[src/rtl/uart_echo_fifo.sv]
// Echo buffer between the UART receiver and transmitter: captures received bytes
// into a circular FIFO and replays them in order, one transmitter frame at a time.
module uart_echo_fifo #(
  parameter int DEPTH        = 16,
  parameter int ADDR_W       = 4,
  parameter bit DROP_ERRORED = 1'b1
) (
  input  logic              clk,
  input  logic              reset,
  input  logic              i_rx_data_avail,
  input  logic [7:0]        i_rx_data_byte,
  input  logic              i_rx_error,
  input  logic              i_tx_active,
  input  logic              i_tx_done,
  input  logic              i_clear,
  output logic              o_tx_data_avail,
  output logic [7:0]        o_tx_data_byte,
  output logic [ADDR_W:0]   o_count,
  output logic              o_overflow,
  output logic [7:0]        o_err_count
);

  localparam logic [ADDR_W:0]   FULL_COUNT = (ADDR_W+1)'(DEPTH);
  localparam logic [ADDR_W:0]   COUNT_ONE  = (ADDR_W+1)'(1);
  localparam logic [ADDR_W-1:0] PTR_ONE    = ADDR_W'(1);

  typedef enum logic [1:0] {IDLE, WAIT_DONE, GAP} state_t;

  state_t            state, state_next;
  logic [7:0]        mem [DEPTH];
  logic [ADDR_W-1:0] wr_ptr, rd_ptr;
  logic [ADDR_W:0]   count_next;
  logic              rx_prev;
  logic              write_evt, storable, push, pop, lost;

  always_comb begin
    write_evt = i_rx_data_avail && !rx_prev;
    storable  = write_evt && !i_clear && !(i_rx_error && DROP_ERRORED);
    // A flush takes precedence over starting a new frame from the head.
    pop       = (state == IDLE) && (o_count != '0) && !i_tx_active && !i_clear;
    // A full FIFO still accepts a byte when the head leaves in the same cycle.
    push      = storable && ((o_count != FULL_COUNT) || pop);
    lost      = storable && (o_count == FULL_COUNT) && !pop;
  end

  always_comb begin
    count_next = o_count;
    if (i_clear)
      count_next = '0;
    else if (push && !pop)
      count_next = o_count + COUNT_ONE;
    else if (pop && !push)
      count_next = o_count - COUNT_ONE;
  end

  always_comb begin
    state_next = state;
    case (state)
      IDLE:      if (pop) state_next = WAIT_DONE;
      WAIT_DONE: if (i_tx_done) state_next = GAP;
      GAP:       state_next = IDLE;
      default:   state_next = IDLE;
    endcase
  end

  always_ff @(posedge clk) begin
    if (push)
      mem[wr_ptr] <= i_rx_data_byte;
  end

  always_ff @(posedge clk or negedge reset) begin
    if (!reset) begin
      state           <= IDLE;
      rx_prev         <= 1'b0;
      wr_ptr          <= '0;
      rd_ptr          <= '0;
      o_count         <= '0;
      o_tx_data_avail <= 1'b0;
      o_tx_data_byte  <= 8'h00;
      o_overflow      <= 1'b0;
      o_err_count     <= 8'h00;
    end else begin
      state           <= state_next;
      rx_prev         <= i_rx_data_avail;
      o_count         <= count_next;
      o_tx_data_avail <= pop;

      if (i_clear)
        wr_ptr <= '0;
      else if (push)
        wr_ptr <= wr_ptr + PTR_ONE;

      if (i_clear)
        rd_ptr <= '0;
      else if (pop)
        rd_ptr <= rd_ptr + PTR_ONE;

      // Read-before-write: a same-cycle push into the head slot is not seen here.
      if (pop)
        o_tx_data_byte <= mem[rd_ptr];

      if (i_clear)
        o_overflow <= 1'b0;
      else if (lost)
        o_overflow <= 1'b1;

      if (i_clear)
        o_err_count <= 8'h00;
      else if (write_evt && i_rx_error && (o_err_count != 8'hFF))
        o_err_count <= o_err_count + 8'h01;
    end
  end

endmodule

[config.mk]
export PLATFORM = sky130hd
export DESIGN_NAME = uart_echo_fifo
export DESIGN_NICKNAME = d
export VERILOG_FILES = /design/src/rtl/uart_echo_fifo.sv
export SDC_FILE = /design/constraint.sdc
export NUM_CORES = 1
export LEC_CHECK = 0
export BUFFER_PORTS_ARGS = -buffer_cell sky130_fd_sc_hd__buf_2
export CAP_MARGIN = 25
export CELL_PAD_IN_SITES_DETAIL_PLACEMENT = 1
export CELL_PAD_IN_SITES_GLOBAL_PLACEMENT = 2
export CORE_ASPECT_RATIO = 0.7
export CORE_MARGIN = 4
export CORE_UTILIZATION = 40
export DETAILED_ROUTE_END_ITERATION = 10
export GPL_ROUTABILITY_DRIVEN = 0
export GPL_TIMING_DRIVEN = 0
export HOLD_SLACK_MARGIN = 0.15
export PLACE_DENSITY = 0.72
export SYNTH_ARGS = -nofsm -noshare
export SYNTH_HDL_FRONTEND = slang
export SYNTH_SLANG_ARGS = --single-unit
export TNS_END_PERCENT = 10
[constraint.sdc]
create_clock -name clk -period 3.3 [get_ports clk]
set_clock_uncertainty 0.15 [all_clocks]
set_input_delay 0.99 -clock clk [delete_from_list [all_inputs] [get_ports clk]]
set_output_delay 0.99 -clock clk [all_outputs]
set_load 0.03 [all_outputs]
# --- Yosys cells after proc, flatten, opt, wreduce, memory -nomap -nowiden ---
# Memory sizes are Yosys's and may differ from the RTL's. A register that Yosys moved wholly into a read port is not among the register bits.
# Index checks and enable logic that the tools add are counted.
totals:
  reg_bits: 26
  mem_bits_rw: 128
  elab_cells: 65
  memories: 1
op_classes:
  addsub: 5
  eq_ne: 6
  n_mux: 16
  n_reduce_logical: 29
mem_list:
  columns: ["memory", "words", "width", "rd", "rd_clocked_by_memory_dff", "write_ports", "line_no", "text"]
  rows:
  - ["mem", 16, 8, 1, 1, 1, "30", "logic [7:0] mem [DEPTH];"]
op_table:
  columns: ["operator", "count"]
  rows:
  - ["4-bit 2-to-1 mux", 4]
  - ["8-bit 2-to-1 mux", 2]
  - ["5-bit 2-to-1 mux", 3]
  - ["1-bit logical AND", 13]
  - ["4-bit by 1-bit adder with 4-bit output (second input constant)", 2]
  - ["8-bit by 1-bit adder with 8-bit output (second input constant)", 1]
  - ["8-bit != test (second input constant)", 1]
  - ["2-bit nonzero test", 4]
  - ["1-bit logical NOT", 7]
  - ["5-bit by 1-bit adder with 5-bit output (second input constant)", 1]
  - ["5-bit equality test (second input constant)", 1]
  - ["5-bit != test (second input constant)", 1]
  - ["5-bit nonzero test", 1]
  - ["5-bit by 1-bit subtractor with 5-bit output (second input constant)", 1]
  - ["1-bit 2-to-1 mux", 4]
  - ["2-bit 2-to-1 mux", 2]
  - ["2-bit != test (second input constant)", 2]
  - ["2-bit case mux with 2 select lines", 1]
  - ["3-bit nonzero test", 1]
  - ["2-bit by 1-bit equality test with 1-bit output (second input constant)", 1]
  - ["2-bit logical NOT", 1]
  - ["2-bit AND reduction", 1]
  - ["1-bit logical OR", 1]

# --- Logic depth before layout (Yosys ltp) ---
depth:
  ltp_word: 11
  ltp_mapped: 11
  mapped_depth_nobuf: 9

# --- Least setup slack after synthesis ---
# Ideal clock, no wire load.
synth_timing:
  path_type: "in2reg"
  from: "in i_clear"
  to: "reg o_count[4]"
  setup_time_ps: 90
  arrival_ps: 3514
  required_ps: 3060
  slack_ps: -455
  stages: 11
  n_path_buf: 2
  cell_sequence: "buf_6 or4_4 a31oi_1 buf_4 nand2_1 fa_1 a21o_1 a21oi_1 nor3_1 o32a_1 o221ai_1"
synth_via:
  elab_chain_len: 7
  elab_cells_between_ends: 13
  cone_classes: "mux (2); reduce/logical (11)"
synth_lines:
  columns: ["item", "line_no", "text"]
  rows:
  - ["start, declared", "15", "input logic i_clear,"]
  - ["1-bit logical NOT", "38, 40", null]
  - ["1-bit logical AND, on equally long branches", "38, 40", null]
  - ["1-bit logical AND or 1-bit logical OR (tied branches)", "38, 42", null]
  - ["1-bit logical AND", "42", "push = storable && ((o_count != FULL_COUNT) || pop);"]
  - ["1-bit logical AND or 1-bit logical NOT (tied branches)", "50, 52", null]
  - ["5-bit 2-to-1 mux or 1-bit logical AND (tied branches)", "50, 52", null]
  - ["5-bit 2-to-1 mux or 3-bit nonzero test (tied branches)", null, null]
  - ["end signal, assigned", "85", "o_count <= count_next;"]
  - ["end, declared", "18", "output logic [ADDR_W:0] o_count,"]
# Parallel ways exist; a longest one is shown, timed or not.
# A chain may end at the register's enable or synchronous reset.

# --- Worst setup path after layout ---
layout_timing:
  from: "in i_clear"
  to: "mem mem[7][2] (enable)"
layout_via:
  elab_chain_len: 6
  elab_cells_between_ends: 8
  cone_classes: "mux (2); reduce/logical (6)"
layout_lines:
  columns: ["item", "line_no", "text"]
  rows:
  - ["1-bit logical NOT *", "38, 40", null]
  - ["1-bit logical AND, on equally long branches", "38, 40", null]
  - ["1-bit logical AND or 1-bit logical OR (tied branches)", "38, 42", null]
  - ["1-bit logical AND *", "42", null]
  - ["1-bit 2-to-1 mux *", "67", "if (push)"]
  - ["1-bit 2-to-1 mux (implied by the code) *", "68", "mem[wr_ptr] <= i_rx_data_byte;"]
  - ["end, declared", "30", null]
# Mark *: on every way between the ends. The rest lies on a longest branch, timed or not.

==> impl_metrics.py <==
metrics = {
    "synth": {
        "synth_area_leaders": "edfxtp_1 (58%), dfrtp_1 (13%), mux4_2 (11%)",
        "synth_edf_count": 128,
        "synth_cells": 383,
        "synth.avg_cell_area_um2": 17.4,
        "yosysWarnings": 0,
        "async_flop_share": 0.210,
        "ys.flop_type": "edfxtp_1",
        "syn-cell-area_um2": 6680,
        "syn-num-nets": 409,
        "synth_top_area_share": 0.575,
        "synth_area_leader_cell": "edfxtp_1",
        "ys_ff_latch": 162,
        "synth_seq_area_share": 0.702,
        "synth.distinct_cells": 51,
    },
    "final_layout": {
        "area_growth_pct": 16.8,
        "fillers": 1573,
        "final_nets": 469,
        "fin_cells": 679,
        "antenna_cells": 0,
        "drive_gt1_frac": 0.317,
    },
    "power_and_ir_drop": {
        "finalPower_mw": 5.38,
        "powerDensity_nw_per_um2": 689,
        "ir_worst_vdd_mv": 0.323,
        "p_leak_nw": 2.69,
    },
    "critical_path": {
        "crit_required_ns": 3.19,
        "crit_fanout": 9,
        "cp-end-kind": "register",
        "start_kind": "input port",
        "rr_worst_depth": 9,
        "crit_type": "input port to register",
        "crit_arrival_ns": 3.14,
    },
    "clock_tree": {
        "cts_tree": "yes",
        "holdBufCountCts": 0,
        "clock_sinks": 162,
        "clk_latency_ns": 0.43,
        "clkSlewWorstSetupHoldPaths_ns": 0.06,
        "cts_max_level": 4,
        "clock_path_buffers": 2,
        "cts_buffers": 17,
        "cts_root_buffer": "clkbuf_16",
    },
    "sta": {
        "hold_viol_final": 0,
        "layout_setup_ws_ns": 0.0514,
        "finalSetupViolCount": 0,
        "period_share": 0.984,
        "slew_headroom": 0.317,
        "max_slew.worst_pin.slew_ns": 1.02,
        "fin_hold_ws_ns": 0.372,
        "fmax_ghz": 0.308,
        "period_needed_ns": 3.25,
        "timing.final.max_slew_violations": 0,
    },
    "detailed_routing": {
        "drc_errors": 0,
        "viasPerCell": 5.40,
        "dr.pass1.iters": 5,
        "post_drt_wl_per_cell_um": 22.9,
        "drtIter0Drc": 306,
        "routed_wl_um": 15600,
        "via_count": 3664,
        "ant_nets": 0,
    },
    "placed_design": {
        "pre_cts_ws_ns": -0.603,
        "hpwl_um": 10100,
        "placed_cells": 644,
        "portBuffers": 36,
    },
    "grt": {
        "grt_use_total": 0.175,
        "grt_max_degree": 35,
        "first_global_vias": 3836,
        "gr-total-overflow": 0,
        "antenna_found_initial": 0,
        "grt_first_pass_wirelength_um": 23600,
    },
    "die": {
        "core.rowCount": 39,
        "ios": 38,
        "dieArea_um2": 18900,
        "die_w_um": 162,
        "core_um2": 16300,
        "die_h_um": 116,
        "start_util": 0.409,
    },
    "hold_path": {
        "holdPathStages": 2,
        "hold_class": "register to register",
    },
    "outcome": {
        "status": "finished, final reports clean",
    },
    "run": {
        "drv_cap": 0,
    },
}
[area by class of cell]
| type | instances | area [µm²] | area share |
|---|---|---|---|
| flip-flops and latches | 162 | 4690 | 0.601 |
| inverters | 12 | 45.0 | 0.00577 |
| plain buffers | 17 | 88.8 | 0.0114 |
| well taps | 225 | 282 | 0.0361 |
| clock buffers | 19 | 433 | 0.0555 |
| multi-input cells | 192 | 1930 | 0.247 |
| clock inverters | 11 | 115 | 0.0147 |
| repair buffers | 41 | 218 | 0.0279 |
[worst paths after layout]
| check | start | to | slack, ns |
|---|---|---|---|
| max in group asynchronous | reset | o_tx_data_byte[5]$_DFFE_PN0N_ | 1.96 |
| min in group asynchronous | reset | o_err_count[5]$_DFFE_PN0P_ | 0.51 |
| min reg2reg | o_overflow$_DFFE_PN0P_ | o_overflow$_DFFE_PN0P_ | 0.37 |
| max reg2reg | o_count[0]$_DFFE_PN0P_ | o_count[4]$_DFFE_PN0P_ | 0.16 |
| min | o_overflow$_DFFE_PN0P_ | o_overflow$_DFFE_PN0P_ | 0.37 |
| max | i_clear | mem[7][2]$_DFFE_PP_ | 0.05 |
[cells by family after synthesis]
kind of cell / share of synthesized area
flops: 0.702
simple gates: 0.0638
compound gates: 0.0444
mux: 0.132
buf+inv: 0.0200
xor+xnor: 0.0157
fa+ha+maj: 0.0217
[what timing repair did]
| item | in CTS | in global routing |
|---|---|---|
| pin swaps | 0 | 3 |
| setup buffers | 2 | 3 |
| setup endpoints to repair | 1 | 25 |
| gates resized for setup | 3 | 4 |
[flip-flops by register name, summed over array words and instances (netlist names)]
register	count
wr_ptr	4
o_tx_data_byte	8
o_overflow	1
o_err_count	8
o_tx_data_avail	1
rx_prev	1
state	2
o_count	5
mem	128
rd_ptr	4
[cells in the mapped netlist (all sizes together), types with 2 or more instances]
master  number
edfxtp     128
dfrtp       34
mux4        32
nor2        21
o22ai       16
a21oi       15
inv         12
mux2        12
nand2       12
and2        10
ha          10
buf          9
nor3         9
clkbuf       8
xnor2        7
nand3        5
o21ai        5
xor2         5
nand4        3
or3          3
or4          3
a21o         2
a31oi        2
nand2b       2
or2          2
[report_power, final]
group / internal [mW] / leakage [nW] / switching (mW) / total (mW)
sequential: 2.30 / 1.59 / 0.124 / 2.43
combinational: 0.445 / 0.840 / 0.628 / 1.07
clock: 1.10 / 0.262 / 0.781 / 1.88
total: 3.85 / 2.69 / 1.53 / 5.38
[layer usage]
layer,vias to the layer above,wire length [µm],part of all wire,track usage
li1,1618,-,-,-
met1,1963,7540,0.48,0.266
met2,69,7020,0.45,0.255
met3,14,850,0.055,0.0370
met4,0,153,0.0098,0.0541
met5,-,0,0,0
[placed cells by master, fill, tap and decap left out, types with 8 or more instances in the layout]
cell and count:
a21oi_1 13, and2_1 9, buf_2 41, clkbuf_1 9, clkbuf_16 17, dfrtp_1 34, edfxtp_1 128, ha_1 10
inv_1 12, mux2_2 8, mux4_2 32, nand2_1 10, nor2_1 20, o22ai_1 16
[critical path: stages]
cell,delay (ns)
buf_6,0.12
or4b_4,0.56
a31oi_4,0.17
buf_4,0.16
buf_4,0.12
nand3b_1,0.18
nor2_1,0.83
[metrics by stage]
step            util  area, µm²  TNS (ns)
3_3_place_gp   0.438       7160    -35.77
5_1_grt        0.477       7800  -0.00730
6_report       0.477       7800         0
4_1_cts        0.475       7760         0
2_1_floorplan      -       6700    -0.195
3_5_place_dp   0.439       7180    -25.03
(Power assumes the default switching activity.)
